==> config.mk <==
export PLATFORM = sky130hd
export DESIGN_NAME = mem_stage_controller_flat
export DESIGN_NICKNAME = d
export VERILOG_FILES = /design/src/rtl/mem_stage_pkg.sv /design/src/rtl/mem_stage_controller_if.sv /design/src/rtl/mem_align_unit.sv /design/src/rtl/mem_stage_controller.sv /design/src/flat_wrapper.sv
export SDC_FILE = /design/constraint.sdc
export NUM_CORES = 1
export LEC_CHECK = 0
export ABC_AREA = 1
export BUFFER_PORTS_ARGS = -buffer_cell sky130_fd_sc_hd__buf_2
export CAP_MARGIN = 20
export CORE_AREA = 3 3 150 152
export CTS_BUF_LIST = sky130_fd_sc_hd__clkbuf_8
export CTS_CLUSTER_DIAMETER = 60
export CTS_CLUSTER_SIZE = 12
export DETAILED_ROUTE_END_ITERATION = 6
export DIE_AREA = 0 0 153 155
export SKIP_LAST_GASP = 1
export SYNTH_ARGS = -nofsm -noshare
export SYNTH_HDL_FRONTEND = slang
export SYNTH_SLANG_ARGS = --single-unit
==> constraint.sdc <==
create_clock -name Clk -period 3.3 [get_ports Clk]
set_input_delay 0.33 -clock Clk [delete_from_list [all_inputs] [get_ports Clk]]
set_output_delay 0.33 -clock Clk [all_outputs]
set_load 0.02 [all_outputs]
==> src/rtl/mem_stage_pkg.sv <==
// Shared types for the memory stage: access-size encodings, FSM states and
// the byte-lane mapping used by both stores and loads.
package mem_stage_pkg;

  localparam int unsigned DATA_W = 32;
  localparam int unsigned ADDR_W = 32;
  localparam int unsigned BE_W   = 4;
  localparam int unsigned REG_W  = 5;

  typedef enum logic [1:0] {
    SZ_NONE = 2'b00,
    SZ_WORD = 2'b01,
    SZ_HALF = 2'b10,
    SZ_BYTE = 2'b11
  } size_e;

  typedef enum logic [1:0] {
    IDLE   = 2'b00,
    ACCESS = 2'b01,
    DONE   = 2'b10
  } state_e;

  // Byte enables for an access of the given size at the given low address bits.
  function automatic logic [BE_W-1:0] calc_byte_en(input size_e size,
                                                    input logic [1:0] addr_lo);
    logic [BE_W-1:0] be;
    be = '0;
    case (size)
      SZ_WORD: be = 4'b1111;
      SZ_HALF: be = addr_lo[1] ? 4'b1100 : 4'b0011;
      SZ_BYTE: be = 4'(4'b0001 << addr_lo);
      default: be = '0;
    endcase
    return be;
  endfunction

endpackage

==> src/rtl/mem_stage_controller_if.sv <==
// Data-memory bus between the MEM stage (master) and the memory (slave).
interface mem_stage_controller_if;
  import mem_stage_pkg::*;

  logic              MemReq;
  logic              MemWe;
  logic [ADDR_W-1:0] MemAddr;
  logic [BE_W-1:0]   MemByteEn;
  logic [DATA_W-1:0] MemWData;
  logic              MemAck;
  logic [DATA_W-1:0] MemRData;

  modport master (
    output MemReq, MemWe, MemAddr, MemByteEn, MemWData,
    input  MemAck, MemRData
  );

  modport slave (
    input  MemReq, MemWe, MemAddr, MemByteEn, MemWData,
    output MemAck, MemRData
  );

endinterface

==> src/rtl/mem_align_unit.sv <==
// mem_align_unit: combinational store lane steering and load lane
// extraction with sign extension.
module mem_align_unit
  import mem_stage_pkg::*;
(
  input  size_e             i_size,
  input  logic [1:0]        i_addr_lo,
  input  logic [DATA_W-1:0] i_wdata,
  input  logic [DATA_W-1:0] i_rdata,
  output logic [BE_W-1:0]   o_byte_en,
  output logic [DATA_W-1:0] o_wdata,
  output logic [DATA_W-1:0] o_rdata
);

  logic [15:0] w_half;
  logic [7:0]  w_byte;

  // Store side: lane enables and replicated write data.
  always_comb begin
    o_byte_en = calc_byte_en(i_size, i_addr_lo);
    o_wdata   = i_wdata;
    case (i_size)
      SZ_HALF: o_wdata = {2{i_wdata[15:0]}};
      SZ_BYTE: o_wdata = {4{i_wdata[7:0]}};
      default: o_wdata = i_wdata;
    endcase
  end

  // Load side: pick the addressed lane and sign-extend sub-word results.
  always_comb begin
    w_half  = i_addr_lo[1] ? i_rdata[31:16] : i_rdata[15:0];
    w_byte  = i_rdata[7:0];
    o_rdata = '0;
    case (i_addr_lo)
      2'd1:    w_byte = i_rdata[15:8];
      2'd2:    w_byte = i_rdata[23:16];
      2'd3:    w_byte = i_rdata[31:24];
      default: w_byte = i_rdata[7:0];
    endcase
    case (i_size)
      SZ_WORD: o_rdata = i_rdata;
      SZ_HALF: o_rdata = {{16{w_half[15]}}, w_half};
      SZ_BYTE: o_rdata = {{24{w_byte[7]}}, w_byte};
      default: o_rdata = '0;
    endcase
  end

endmodule

==> src/rtl/mem_stage_controller.sv <==
// mem_stage_controller: MEM pipeline stage. Runs the req/ack handshake to
// data memory, stalls the front end while an access is outstanding,
// resolves branches and owns the MEM/WB register.
// Define MISALIGN_TRAP_EN to trap misaligned word/half accesses instead of
// silently ignoring the offending low address bits.
module mem_stage_controller
  import mem_stage_pkg::*;
#(
  parameter int unsigned TIMEOUT_CYCLES = 16,
  parameter int unsigned TIMEOUT_W      = 5
) (
  input  logic                  Clk,
  input  logic                  Reset,
  input  logic                  RegWriteIn,
  input  logic                  BranchIn,
  input  logic                  MemToRegIn,
  input  logic                  JalIn,
  input  logic                  ZeroIn,
  input  logic [1:0]            MemWriteIn,
  input  logic [1:0]            MemReadIn,
  input  logic [DATA_W-1:0]     RData2In,
  input  logic [DATA_W-1:0]     ALUResultIn,
  input  logic [DATA_W-1:0]     PCAddResultIn,
  input  logic [DATA_W-1:0]     BranchPCIn,
  input  logic [REG_W-1:0]      RdRegIn,
  mem_stage_controller_if.master bus,
  output logic                  Stall,
  output logic                  PCSrc,
  output logic [DATA_W-1:0]     BranchTarget,
  output logic                  RegWriteOut,
  output logic                  MemToRegOut,
  output logic                  JalOut,
  output logic [DATA_W-1:0]     ReadDataOut,
  output logic [DATA_W-1:0]     ALUResultOut,
  output logic [DATA_W-1:0]     PCAddResultOut,
  output logic [REG_W-1:0]      RdRegOut,
  output logic                  BusErrOut,
  output logic                  MisalignOut
);

  state_e                r_state;
  state_e                w_state_nxt;
  logic [TIMEOUT_W-1:0]  r_cnt;
  logic [DATA_W-1:0]     r_rdata;
  logic                  r_buserr;
  size_e                 w_size;
  logic                  w_is_load;
  logic                  w_misalign;
  logic                  w_mem_op;
  logic                  w_timeout;
  logic [DATA_W-1:0]     w_load_data;

  // A read wins over a write when both size fields are nonzero.
  assign w_is_load = (MemReadIn != 2'b00);
  assign w_size    = w_is_load ? size_e'(MemReadIn) : size_e'(MemWriteIn);

`ifdef MISALIGN_TRAP_EN
  assign w_misalign = ((w_size == SZ_WORD) && (ALUResultIn[1:0] != 2'b00)) ||
                      ((w_size == SZ_HALF) && ALUResultIn[0]);
`else
  assign w_misalign = 1'b0;
`endif

  assign w_mem_op  = (w_size != SZ_NONE) && !w_misalign;
  assign w_timeout = (r_state == ACCESS) && !bus.MemAck &&
                     (r_cnt == TIMEOUT_W'(TIMEOUT_CYCLES - 1));

  assign bus.MemAddr = {ALUResultIn[DATA_W-1:2], 2'b00};
  assign BranchTarget = BranchPCIn;

  mem_align_unit u_align (
    .i_size    (w_size),
    .i_addr_lo (ALUResultIn[1:0]),
    .i_wdata   (RData2In),
    .i_rdata   (bus.MemRData),
    .o_byte_en (bus.MemByteEn),
    .o_wdata   (bus.MemWData),
    .o_rdata   (w_load_data)
  );

  // FSM state register.
  always_ff @(posedge Clk or negedge Reset) begin
    if (!Reset) r_state <= IDLE;
    else        r_state <= w_state_nxt;
  end

  // FSM next-state logic; an ack in the timeout cycle still counts as success.
  always_comb begin
    w_state_nxt = r_state;
    case (r_state)
      IDLE:    if (w_mem_op) w_state_nxt = ACCESS;
      ACCESS:  if (bus.MemAck || w_timeout) w_state_nxt = DONE;
      DONE:    w_state_nxt = IDLE;
      default: w_state_nxt = IDLE;
    endcase
  end

  // FSM outputs: stall, bus request/direction, branch taken.
  always_comb begin
    Stall      = 1'b0;
    bus.MemReq = 1'b0;
    bus.MemWe  = 1'b0;
    PCSrc      = 1'b0;
    case (r_state)
      IDLE: begin
        Stall = w_mem_op;
        PCSrc = BranchIn & ZeroIn;
      end
      ACCESS: begin
        Stall      = 1'b1;
        bus.MemReq = 1'b1;
        bus.MemWe  = (MemWriteIn != 2'b00) && !w_is_load;
      end
      default: ;
    endcase
  end

  // Timeout counter plus captured load data / bus-error result of the access.
  always_ff @(posedge Clk or negedge Reset) begin
    if (!Reset) begin
      r_cnt    <= '0;
      r_rdata  <= '0;
      r_buserr <= 1'b0;
    end else if (r_state == ACCESS) begin
      r_cnt <= r_cnt + TIMEOUT_W'(1);
      if (bus.MemAck) begin
        r_rdata  <= w_load_data;
        r_buserr <= 1'b0;
      end else if (w_timeout) begin
        r_rdata  <= '0;
        r_buserr <= 1'b1;
      end
    end else begin
      r_cnt <= '0;
      if (r_state == IDLE) begin
        r_rdata  <= '0;
        r_buserr <= 1'b0;
      end
    end
  end

  // MEM/WB register: bubble while stalled, otherwise capture the instruction.
  always_ff @(posedge Clk or negedge Reset) begin
    if (!Reset) begin
      RegWriteOut    <= 1'b0;
      MemToRegOut    <= 1'b0;
      JalOut         <= 1'b0;
      ReadDataOut    <= '0;
      ALUResultOut   <= '0;
      PCAddResultOut <= '0;
      RdRegOut       <= '0;
      BusErrOut      <= 1'b0;
      MisalignOut    <= 1'b0;
    end else if (Stall) begin
      RegWriteOut <= 1'b0;
      BusErrOut   <= 1'b0;
      MisalignOut <= 1'b0;
    end else begin
      RegWriteOut    <= RegWriteIn && !w_misalign && !((r_state == DONE) && r_buserr);
      MemToRegOut    <= MemToRegIn;
      JalOut         <= JalIn;
      ReadDataOut    <= ((r_state == DONE) && w_is_load) ? r_rdata : '0;
      ALUResultOut   <= ALUResultIn;
      PCAddResultOut <= PCAddResultIn;
      RdRegOut       <= RdRegIn;
      BusErrOut      <= (r_state == DONE) && r_buserr;
      MisalignOut    <= w_misalign;
    end
  end

endmodule
==> src/flat_wrapper.sv <==
// flat-port wrapper written by rule: the top's interface ports become plain ports
module mem_stage_controller_flat import mem_stage_pkg::*;
#(
  parameter int unsigned TIMEOUT_CYCLES = 16,
  parameter int unsigned TIMEOUT_W      = 5
)
  (Clk, Reset, RegWriteIn, BranchIn, MemToRegIn, JalIn, ZeroIn, MemWriteIn, MemReadIn, RData2In, ALUResultIn, PCAddResultIn, BranchPCIn, RdRegIn, Stall, PCSrc, BranchTarget, RegWriteOut, MemToRegOut, JalOut, ReadDataOut, ALUResultOut, PCAddResultOut, RdRegOut, BusErrOut, MisalignOut, bus_MemReq, bus_MemWe, bus_MemAddr, bus_MemByteEn, bus_MemWData, bus_MemAck, bus_MemRData);
  mem_stage_controller_if bus_i ();
  input  logic Clk;
  input  logic Reset;
  input  logic RegWriteIn;
  input  logic BranchIn;
  input  logic MemToRegIn;
  input  logic JalIn;
  input  logic ZeroIn;
  input  logic [1:0] MemWriteIn;
  input  logic [1:0] MemReadIn;
  input  logic [DATA_W-1:0] RData2In;
  input  logic [DATA_W-1:0] ALUResultIn;
  input  logic [DATA_W-1:0] PCAddResultIn;
  input  logic [DATA_W-1:0] BranchPCIn;
  input  logic [REG_W-1:0] RdRegIn;
  output logic Stall;
  output logic PCSrc;
  output logic [DATA_W-1:0] BranchTarget;
  output logic RegWriteOut;
  output logic MemToRegOut;
  output logic JalOut;
  output logic [DATA_W-1:0] ReadDataOut;
  output logic [DATA_W-1:0] ALUResultOut;
  output logic [DATA_W-1:0] PCAddResultOut;
  output logic [REG_W-1:0] RdRegOut;
  output logic BusErrOut;
  output logic MisalignOut;
  output wire logic [$bits(bus_i.MemReq)-1:0] bus_MemReq;
  output wire logic [$bits(bus_i.MemWe)-1:0] bus_MemWe;
  output wire logic [$bits(bus_i.MemAddr)-1:0] bus_MemAddr;
  output wire logic [$bits(bus_i.MemByteEn)-1:0] bus_MemByteEn;
  output wire logic [$bits(bus_i.MemWData)-1:0] bus_MemWData;
  input wire logic [$bits(bus_i.MemAck)-1:0] bus_MemAck;
  input wire logic [$bits(bus_i.MemRData)-1:0] bus_MemRData;
  assign bus_MemReq = bus_i.MemReq;
  assign bus_MemWe = bus_i.MemWe;
  assign bus_MemAddr = bus_i.MemAddr;
  assign bus_MemByteEn = bus_i.MemByteEn;
  assign bus_MemWData = bus_i.MemWData;
  assign bus_i.MemAck = bus_MemAck;
  assign bus_i.MemRData = bus_MemRData;
  mem_stage_controller #(.TIMEOUT_CYCLES(TIMEOUT_CYCLES), .TIMEOUT_W(TIMEOUT_W)) u_core (.Clk(Clk), .Reset(Reset), .RegWriteIn(RegWriteIn), .BranchIn(BranchIn), .MemToRegIn(MemToRegIn), .JalIn(JalIn), .ZeroIn(ZeroIn), .MemWriteIn(MemWriteIn), .MemReadIn(MemReadIn), .RData2In(RData2In), .ALUResultIn(ALUResultIn), .PCAddResultIn(PCAddResultIn), .BranchPCIn(BranchPCIn), .RdRegIn(RdRegIn), .bus(bus_i), .Stall(Stall), .PCSrc(PCSrc), .BranchTarget(BranchTarget), .RegWriteOut(RegWriteOut), .MemToRegOut(MemToRegOut), .JalOut(JalOut), .ReadDataOut(ReadDataOut), .ALUResultOut(ALUResultOut), .PCAddResultOut(PCAddResultOut), .RdRegOut(RdRegOut), .BusErrOut(BusErrOut), .MisalignOut(MisalignOut));
endmodule
==> reports/metrics.csv, run 1 <==
stage,metric,value,unit
status,outcome,"finished, final reports clean",
placed_design,hpwl,17800,um
timing,post-route-period-util,71.1,%
yosys,ys_warn_count,0,
route,vias,7016,
critical_path,slowest_stage,buf_4,
cells_and_area,nFillCells,2263,
critical_path,cp.required,2970,ps
placed_design,place.gp.congestion,0.934,
timing,hold_ws,76.3,ps
cells_and_area,nNetsFinal,1393,
critical_path,path_class,input pin to output port,
clock_network,htreeDepth,4,
yosys,ys_seq_area_share,48.7,%
yosys,synthesis.area,7450,sq um
timing,timing.final.ws_setup,955,ps
cells_and_area,postLayoutCellArea,9050,sq um
floorplan,rows,53,
critical_path,crit_fanout,49,
floorplan,coreArea,21200,sq um
route,vias_per_cell,4.67,
yosys,ys_seq_elements,145,
floorplan,die_area,23700,sq um
placed_design,pre_cts_slack,948,ps
timing,fin_skew,16.2,ps
floorplan,ios,387,
clock_network,clk_latency,450,ps
route,dr.pass1.iters,5,
global_routing,grt_max_degree,69,
cells_and_area,final_cell_mix,"nand2_1 (546), buf_2 (318), dfrtp_1 (145)",
timing,max_slew_margin,59.8,%
cells_and_area,drive_gt1_share,31.1,%
clock_network,cts_buffers,17,
route,drt-initial-drc-count,421,
clock_network,clock-sinks,145,
critical_path,critical_path.top_delay_family,buffers and inverters,
floorplan,die_h,155,um
timing,drv_slew,0,
critical_path,r2r-end,u_core.r_rdata[9],
placed_design,postPlaceCellArea,8640,sq um
critical_path,reg2reg_from,u_core.r_cnt[0],
global_routing,grtUsageTotal,19.2,%
route,ant_nets,0,
hold_path,hold_class,input pin to register,
global_routing,grt.overflow.total,0,
clock_network,cts_tree,built,
yosys,syn_area_per_cell,7.55,sq um
placed_design,io_buffer_count,319,
timing,tns,0,ps
yosys,synthCells,987,
timing,rsz0062_at_grt,no,
clock_network,cts_buffer_depth,2,
global_routing,grt_pass1_vias,6679,
critical_path,crit_path_cell_trace,buf_2 > inv_2 > nand2_1 > nand2_2 > inv_2 > nand2_1 > nand2_2 > nand2_4 > buf_4 > buf_2,
clock_network,cts-root-buf,clkbuf_8,
cells_and_area,area_growth,21.4,%
timing,hold_viol,0,
floorplan,start_util,35.2,%
global_routing,grt_pass1_wl,36600,um
timing,setup_viol,0,
pwr,vdd_ir_drop_max,0.450,mV
route,drc,0,
pwr,p_total,7390,uW
hold_path,hold-path-cell-count,3,
route,wirelength,23200,um
critical_path,start_kind,input pin,
route,drt-wirelength-per-cell,15.4,um
yosys,synth_cell_type_count,25,
timing,tightest_slew,603,ps
cells_and_area,antenna_cells,0,
floorplan,dieWidth,153,um
hold_path,worst_hold_path.endpoint,u_core.PCAddResultOut[1],
global_routing,antenna_found_initial,0,
critical_path,critPathArrivalTime,2010,ps
critical_path,crit_buf_inv,5,
pwr,power_leakage,0.00544,uW
clock_network,path_clk_slew,80,ps
hold_path,hold_start,PCAddResultIn[1],
critical_path,r2r_slack,1300,ps
critical_path,max_stage_delay,430,ps
timing,fmax,426,MHz
pwr,powerDensity,817,nW/um^2
clock_network,cts_resized,0,
flow_run,maxCapViolations,0,
critical_path,ff2ff_path_depth,9,
cells_and_area,mostFrequentLayoutCell,nand2_1,
timing,finalCriticalPeriod,2340,ps
critical_path,end_kind,output port,
## how the worst max path moves through the flow
stage                      startpoint               end  slack (ps)  cells past startpoint
floorplan                MemReadIn[0]  bus_MemWData[10]        1620                      7
global placement         MemReadIn[0]             Stall         980                     10
detailed placement       MemReadIn[0]             Stall         950                     10
CTS                 u_core.r_state[0]             Stall         890                      5
global route             MemReadIn[0]             Stall         780                     10
finish                   MemReadIn[0]             Stall         960                     10
## Yosys cell counts
cell type | n | area share [%]
buf_4 | 80 | 8.1
and3_1 | 2 | 0.17
buf_1 | 1 | 0.050
nand2_1 | 546 | 27
nand3_1 | 96 | 6.4
ha_1 | 2 | 0.34
nand4_1 | 7 | 0.59
o21ai_0 | 9 | 0.60
nor3_2 | 1 | 0.13
inv_2 | 9 | 0.45
nand2_2 | 3 | 0.25
clkinv_2 | 1 | 0.067
dfrtp_1 | 145 | 49
inv_1 | 13 | 0.65
nor2_1 | 13 | 0.65
o31ai_1 | 1 | 0.10
nor2_4 | 2 | 0.30
buf_6 | 11 | 1.7
buf_2 | 23 | 1.5
o211ai_1 | 4 | 0.40
nor3_1 | 2 | 0.13
a21oi_1 | 1 | 0.067
nand2_4 | 4 | 0.60
clkbuf_1 | 10 | 0.50
conb_1 | 1 | 0.050
## layout make-up
class,instances,area (sq um),area share [%]
Sequential cell,145,3630,40.1
Multi-Input combinational cell,696,2870,31.7
Timing Repair Buffer,331,1720,19.0
Tap cell,275,344,3.80
Clock buffer,18,248,2.74
Clock inverter,14,156,1.73
Inverter,23,87.6,0.968
## stage by stage
step	util, %	instances
finish	42.8	1502
global route	42.8	1502
CTS	42.8	1502
detailed placement	40.8	1469
global placement	40.8	1469
floorplan	-	989
## cells by family after synthesis
logic type	Yosys count	synth area share (%)
AO/OA/AOI/OAI	15	1.17
adder cells (fa/ha/maj)	2	0.336
buffers and inverters	148	13.0
flip-flops	145	48.7
other	1	0.0503
AND/OR/NAND/NOR	676	36.8
## sequential cells by signal, summed over array words and instances (netlist names)
register	cells
u_core.ALUResultOut	32
u_core.PCAddResultOut	32
u_core.ReadDataOut	32
u_core.r_rdata	32
u_core.RdRegOut	5
u_core.r_cnt	5
u_core.r_state	2
u_core.BusErrOut	1
u_core.JalOut	1
u_core.MemToRegOut	1
u_core.RegWriteOut	1
u_core.r_buserr	1
## timing repair
action                                 in CTS  in global routing
setup buffers                               0                  0
setup endpoints to repair                   0                  0
hold buffers                                1                  0
endpoints found under the hold margin      56                  0
## report_power, final
part	switching, uW	leakage [uW]	internal, uW
combinational	2310	0.00337	955
clock	719	0.000192	702
sequential	320	0.00188	2390
## worst register-to-register path, cell delays in order (launching register included)
cell,delay (ps)
dfrtp_1,400
ha_1,220
nand2_1,90
nor2_1,50
ha_1,190
nor3_2,230
nor2_1,100
inv_2,420
nand2_1,140
nand2_1,90
## metal layers
layer | wire length, um | vias up | track usage (%) | part of all wire [%]
met4 | 374 | 0 | 4.92 | 1.6
met1 | 9920 | 3237 | 24.5 | 43
met5 | 0 | - | 0 | 0
met2 | 11100 | 317 | 32.3 | 48
met3 | 1840 | 25 | 5.31 | 7.9
li1 | - | 3437 | - | -
(Power assumes the default switching activity.)
==> run 2, diff against run 1 <==
Settings changed: CORE_AREA 3 3 150 152 to 3 3 148 150, DIE_AREA 0 0 153 155 to 0 0 151 153, PLACE_DENSITY from default to 0.68.
Clock period 3.3 ns to 1.95 ns, I/O delays scaled along.
==> reports/metrics.csv, run 2 (synthesis gave the netlist of run 1 again) <==
stage,metric,value,unit
route,drt-wirelength-per-cell,16.1,um
critical_path,crit_path_cell_trace,nor2_2 > nand2_2 > nand2_8 > buf_16 > buf_2,
placed_design,place.gp.congestion,0.880,
timing,fin_skew,11.8,ps
critical_path,r2r_slack,210,ps
critical_path,critPathArrivalTime,1630,ps
route,drt-initial-drc-count,409,
clock_network,path_clk_slew,80,ps
floorplan,rows,53,
cells_and_area,nNetsFinal,1476,
placed_design,postPlaceCellArea,8800,sq um
global_routing,grt_pass1_wl,39700,um
hold_path,worst_hold_path.endpoint,u_core.r_state[1],
clock_network,htreeDepth,4,
route,vias,7527,
global_routing,grt_pass1_vias,7488,
global_routing,grt.overflow.total,0,
placed_design,io_buffer_count,319,
clock_network,cts_setup_buffers,0,
hold_path,hold_class,input pin to register,
clock_network,cts_tree,built,
hold_path,hold-path-cell-count,3,
timing,drv_slew,0,
timing,timing.final.ws_setup,123,ps
timing,post-route-period-util,93.7,%
critical_path,reg2reg_from,u_core.r_cnt[0],
pwr,vdd_ir_drop_max,0.431,mV
timing,hold_viol,0,
timing,tns,0,ps
critical_path,critical_path.top_delay_family,flip-flops,
cells_and_area,final_cell_mix,"nand2_1 (546), buf_2 (318), dfrtp_1 (144)",
cells_and_area,multi_input_area,2880,sq um
critical_path,crit_fanout,14,
status,outcome,"finished, final reports clean",
route,wirelength,25500,um
timing,fmax,547,MHz
cells_and_area,mostFrequentLayoutCell,nand2_1,
clock_network,cts-root-buf,clkbuf_8,
floorplan,dieWidth,151,um
clock_network,cts_buffer_depth,2,
timing,hold_ws,35.2,ps
critical_path,r2r-end,u_core.r_rdata[8],
cells_and_area,area_growth,33.0,%
cells_and_area,ff_latch_area,3630,sq um
timing,finalCriticalPeriod,1830,ps
floorplan,die_area,23100,sq um
clock_network,clock-sinks,145,
cells_and_area,drive_gt1_share,30.2,%
critical_path,max_stage_delay,460,ps
pwr,power_leakage,0.00583,uW
cells_and_area,postLayoutCellArea,9910,sq um
floorplan,die_h,153,um
route,vias_per_cell,4.75,
floorplan,start_util,35.8,%
placed_design,hpwl,17800,um
hold_path,hold_start,bus_MemAck,
critical_path,crit_buf_inv,2,
floorplan,coreArea,20800,sq um
timing,rsz0062_at_grt,no,
route,drc,0,
cells_and_area,antenna_cells,0,
global_routing,grt_max_degree,53,
critical_path,path_class,register to output port,
global_routing,antenna_found_initial,0,
critical_path,start_kind,register,
global_routing,grtUsageTotal,21.7,%
timing,setup_viol,0,
placed_design,pre_cts_slack,91.3,ps
critical_path,slowest_stage,dfrtp_2,
route,ant_nets,0,
critical_path,end_kind,output port,
pwr,powerDensity,1300,nW/um^2
route,dr.pass1.iters,5,
critical_path,cp.required,1750,ps
clock_network,cts_buffers,17,
timing,max_slew_margin,65.1,%
flow_run,maxCapViolations,0,
floorplan,ios,387,
cells_and_area,nFillCells,2026,
clock_network,clk_latency,440,ps
timing,tightest_slew,523,ps
critical_path,ff2ff_path_depth,10,
-- run 2: cell count changes in the layout (fill, tap and decap cells not counted), moves of 2 or more --
cell           previous run  this run
bufinv_16                 2         0
dlygate4sd3_1             1        71
clkinv_2                  1         5
buf_12                    2         7
clkinvlp_4                5         3
buf_4                     9        14
-- run 2: worst min-delay path: cells and delay by family --
| family | cells | cell delay [ps] |
|---|---|---|
| buffers and inverters | 1 | 110 |
| and+or+nand+nor | 2 | 130 |
-- run 2: worst max path at each step --
stage / from / endpoint / cells after the start
floorplan: u_core.r_cnt[0] / u_core.r_rdata[10] / 10
global placement: MemReadIn[0] / u_core.r_rdata[13] / 10
detailed placement: MemReadIn[0] / u_core.r_rdata[28] / 10
CTS: u_core.r_state[0] / Stall / 5
global route: u_core.r_cnt[0] / u_core.r_rdata[8] / 10
finish: u_core.r_state[0] / Stall / 5
-- run 2: through the flow --
stage               power, uW  util (%)  instances
finish                  12900      47.6       1584
global route            13900      47.6       1584
CTS                     12800      47.4       1583
detailed placement      10500      42.2       1480
global placement        10300      42.2       1480
floorplan                8570         -        989
-- run 2: per-layer routing --
layer  wire length [um]  track usage [%]  part of all wire, %
met5                  0                0                    0
met4                839             8.77                  3.3
met3               2240             4.45                  8.8
met2              12700             38.5                   50
met1               9710             25.4                   38
-- run 2: layout make-up --
class	count	share of cell area, %
multi-input cells	696	29.0
well taps	275	3.47
clock buffers	17	2.36
inverters	23	0.884
repair buffers	414	26.7
clock inverters	14	0.947
flip-flops and latches	145	36.6
-- run 2: what timing repair did --
action	4_1_cts	5_1_grt
pin swaps	0	0
setup endpoints to repair	1	1
gates cloned	1	1
hold buffers	71	0
resized for setup	2	2
hold endpoints to repair	118	0
-- run 2: where the power goes --
| group | switching (uW) | internal (uW) |
|---|---|---|
| registers | 564 | 4050 |
| logic | 4190 | 2110 |
| clock network | 1160 | 866 |
| total | 5910 | 7020 |
==> run 3, diff against run 2 <==
Settings changed: GPL_TIMING_DRIVEN from default to 0.
==> reports/metrics.csv, run 3 (synthesis gave the netlist of run 1 again) <==
stage,metric,value,unit
status,outcome,"finished, final reports clean",
critical_path,cp.required,1750,ps
route,dr_wl_met2,13300,um
hold_path,hold_class,input pin to register,
clock_network,path_clk_slew,90,ps
global_routing,grt_max_degree,95,
global_routing,grt.overflow.total,0,
global_routing,antenna_found_initial,1,
timing,tightest_slew,539,ps
cells_and_area,final_cell_mix,"nand2_1 (546), buf_2 (369), dfrtp_1 (144)",
route,vias_per_cell,4.64,
timing,timing.final.ws_setup,75.1,ps
clock_network,cts_buffers,17,
clock_network,cts_buffer_depth,2,
placed_design,postPlaceCellArea,9590,sq um
route,drc,0,
floorplan,dieWidth,151,um
global_routing,grtUsageTotal,22.4,%
placed_design,place.gp.congestion,0.967,
timing,finalCriticalPeriod,1870,ps
clock_network,clock-sinks,145,
cells_and_area,mostFrequentLayoutCell,nand2_1,
critical_path,path_class,register to output port,
route,vias,7987,
timing,max_slew_margin,64.1,%
route,ant_nets,0,
clock_network,cts-root-buf,clkbuf_8,
route,wirelength,26300,um
pwr,powerDensity,1240,nW/um^2
pwr,power_leakage,0.00640,uW
timing,tns,0,ps
timing,fin_skew,13.9,ps
timing,post-route-period-util,96.1,%
route,drt-wirelength-per-cell,15.3,um
pwr,p_comb_share,48.4,%
timing,rsz0062_at_grt,yes,
floorplan,rows,53,
flow_run,maxCapViolations,0,
global_routing,grt_pass1_wl,41000,um
clock_network,htreeDepth,4,
route,dr.pass1.iters,5,
route,wl_met3,2170,um
timing,setup_viol,0,
timing,drv_slew,0,
floorplan,ios,387,
pwr,p_clk_share,17.2,%
placed_design,pre_cts_slack,171,ps
cells_and_area,area_growth,44.3,%
global_routing,grt_pass1_vias,7997,
placed_design,hpwl,19900,um
floorplan,die_area,23100,sq um
pwr,pwr-share-seq,34.4,%
cells_and_area,nNetsFinal,1612,
critical_path,end_kind,output port,
pwr,internal_power,7350,uW
route,wl_met1,9810,um
floorplan,coreArea,20800,sq um
pwr,vdd_ir_drop_max,0.517,mV
timing,hold_viol,0,
cells_and_area,nFillCells,2019,
critical_path,critPathArrivalTime,1680,ps
clock_network,clk_latency,440,ps
pwr,power_switching,5990,uW
pwr,p_sw_share,44.9,%
floorplan,die_h,153,um
critical_path,crit_fanout,10,
timing,fmax,533,MHz
route,top_layer,met4,
floorplan,start_util,35.8,%
clock_network,cts_tree,built,
cells_and_area,postLayoutCellArea,10800,sq um
placed_design,io_buffer_count,350,
cells_and_area,drive_gt1_share,36.0,%
critical_path,start_kind,register,
route,drt-initial-drc-count,380,
==> run 3: changes by cell type in the layout (fill, tap and decap cells not counted), moves of 4 or more <==
cell | previous run | this run
buf_12 | 7 | 2
buf_2 | 318 | 369
buf_4 | 14 | 82
buf_6 | 1 | 11
clkbuf_1 | 0 | 10
clkinv_2 | 5 | 1
clkinv_4 | 2 | 6
==> run 3: area by class of cell <==
| class | count | area [sq um] | area share, % |
|---|---|---|---|
| Buffer | 125 | 895 | 8.32 |
| Timing Repair Buffer | 425 | 2540 | 23.6 |
| Inverter | 23 | 87.6 | 0.814 |
| Multi-Input combinational cell | 696 | 2870 | 26.7 |
| Sequential cell | 145 | 3630 | 33.7 |
| Antenna cell | 1 | 2.50 | 0.0233 |
| Tap cell | 275 | 344 | 3.20 |
| Clock buffer | 19 | 262 | 2.43 |
| Clock inverter | 13 | 128 | 1.19 |
==> run 3: per-layer routing <==
| metal | GRT usage [%] | vias up |
|---|---|---|
| met5 | 0 | - |
| met4 | 10.2 | 0 |
| met3 | 4.89 | 68 |
| met2 | 40.4 | 391 |
| met1 | 24.8 | 3641 |
| li1 | - | 3887 |
==> run 3: through the flow <==
step,total power (uW),instances,hold WS (ps),utilization [%]
floorplan,8570,989,-101,-
global placement,10700,1614,393,45.9
detailed placement,10800,1615,190,46.1
CTS,13400,1721,61.0,51.6
global route,14400,1722,112,51.7
finish,13300,1722,96.7,51.7
==> run 3: worst max-delay path, cell delays in order, from the launching register on <==
cell and delay (ps):
dfrtp_2 450, buf_12 140, nand2_4 120, nand2_4 80, buf_12 160, buf_6 140
buf_4 150
==> run 3: worst paths after layout <==
kind                       cells after the start                       to              startpoint  slack [ps]
setup / recovery                               6                    Stall       u_core.r_state[0]          80
hold / removal                                 5        u_core.r_rdata[5]         bus_MemRData[5]         100
setup reg to reg                              10       u_core.r_rdata[17]         u_core.r_cnt[0]         160
hold reg to reg                                2   u_core.ReadDataOut[27]  u_core.ReadDataOut[27]         470
max in group asynchronous                      3  u_core.ALUResultOut[26]                   Reset         780
min in group asynchronous                      2    u_core.ReadDataOut[2]                   Reset         290
==> run 3: repair_timing <==
action / CTS / global route
buffers inserted: 2 / 0
endpoints found under the hold margin: 122 / 0
resized for setup: 5 / 3
endpoints found under the setup margin: 1 / 8
pin swaps: 1 / 0
hold buffers: 72 / 0
==> run 3: power groups by stage <==
stage | sequential, uW | combinational (uW) | clock (uW)
final | 4580 | 6460 | 2300
after global routing | 4710 | 7140 | 2500
after CTS | 4560 | 6460 | 2380
after detailed placement | 4610 | 6210 | 0
after global placement | 4570 | 6160 | 0
after floorplan | 5620 | 2950 | 0
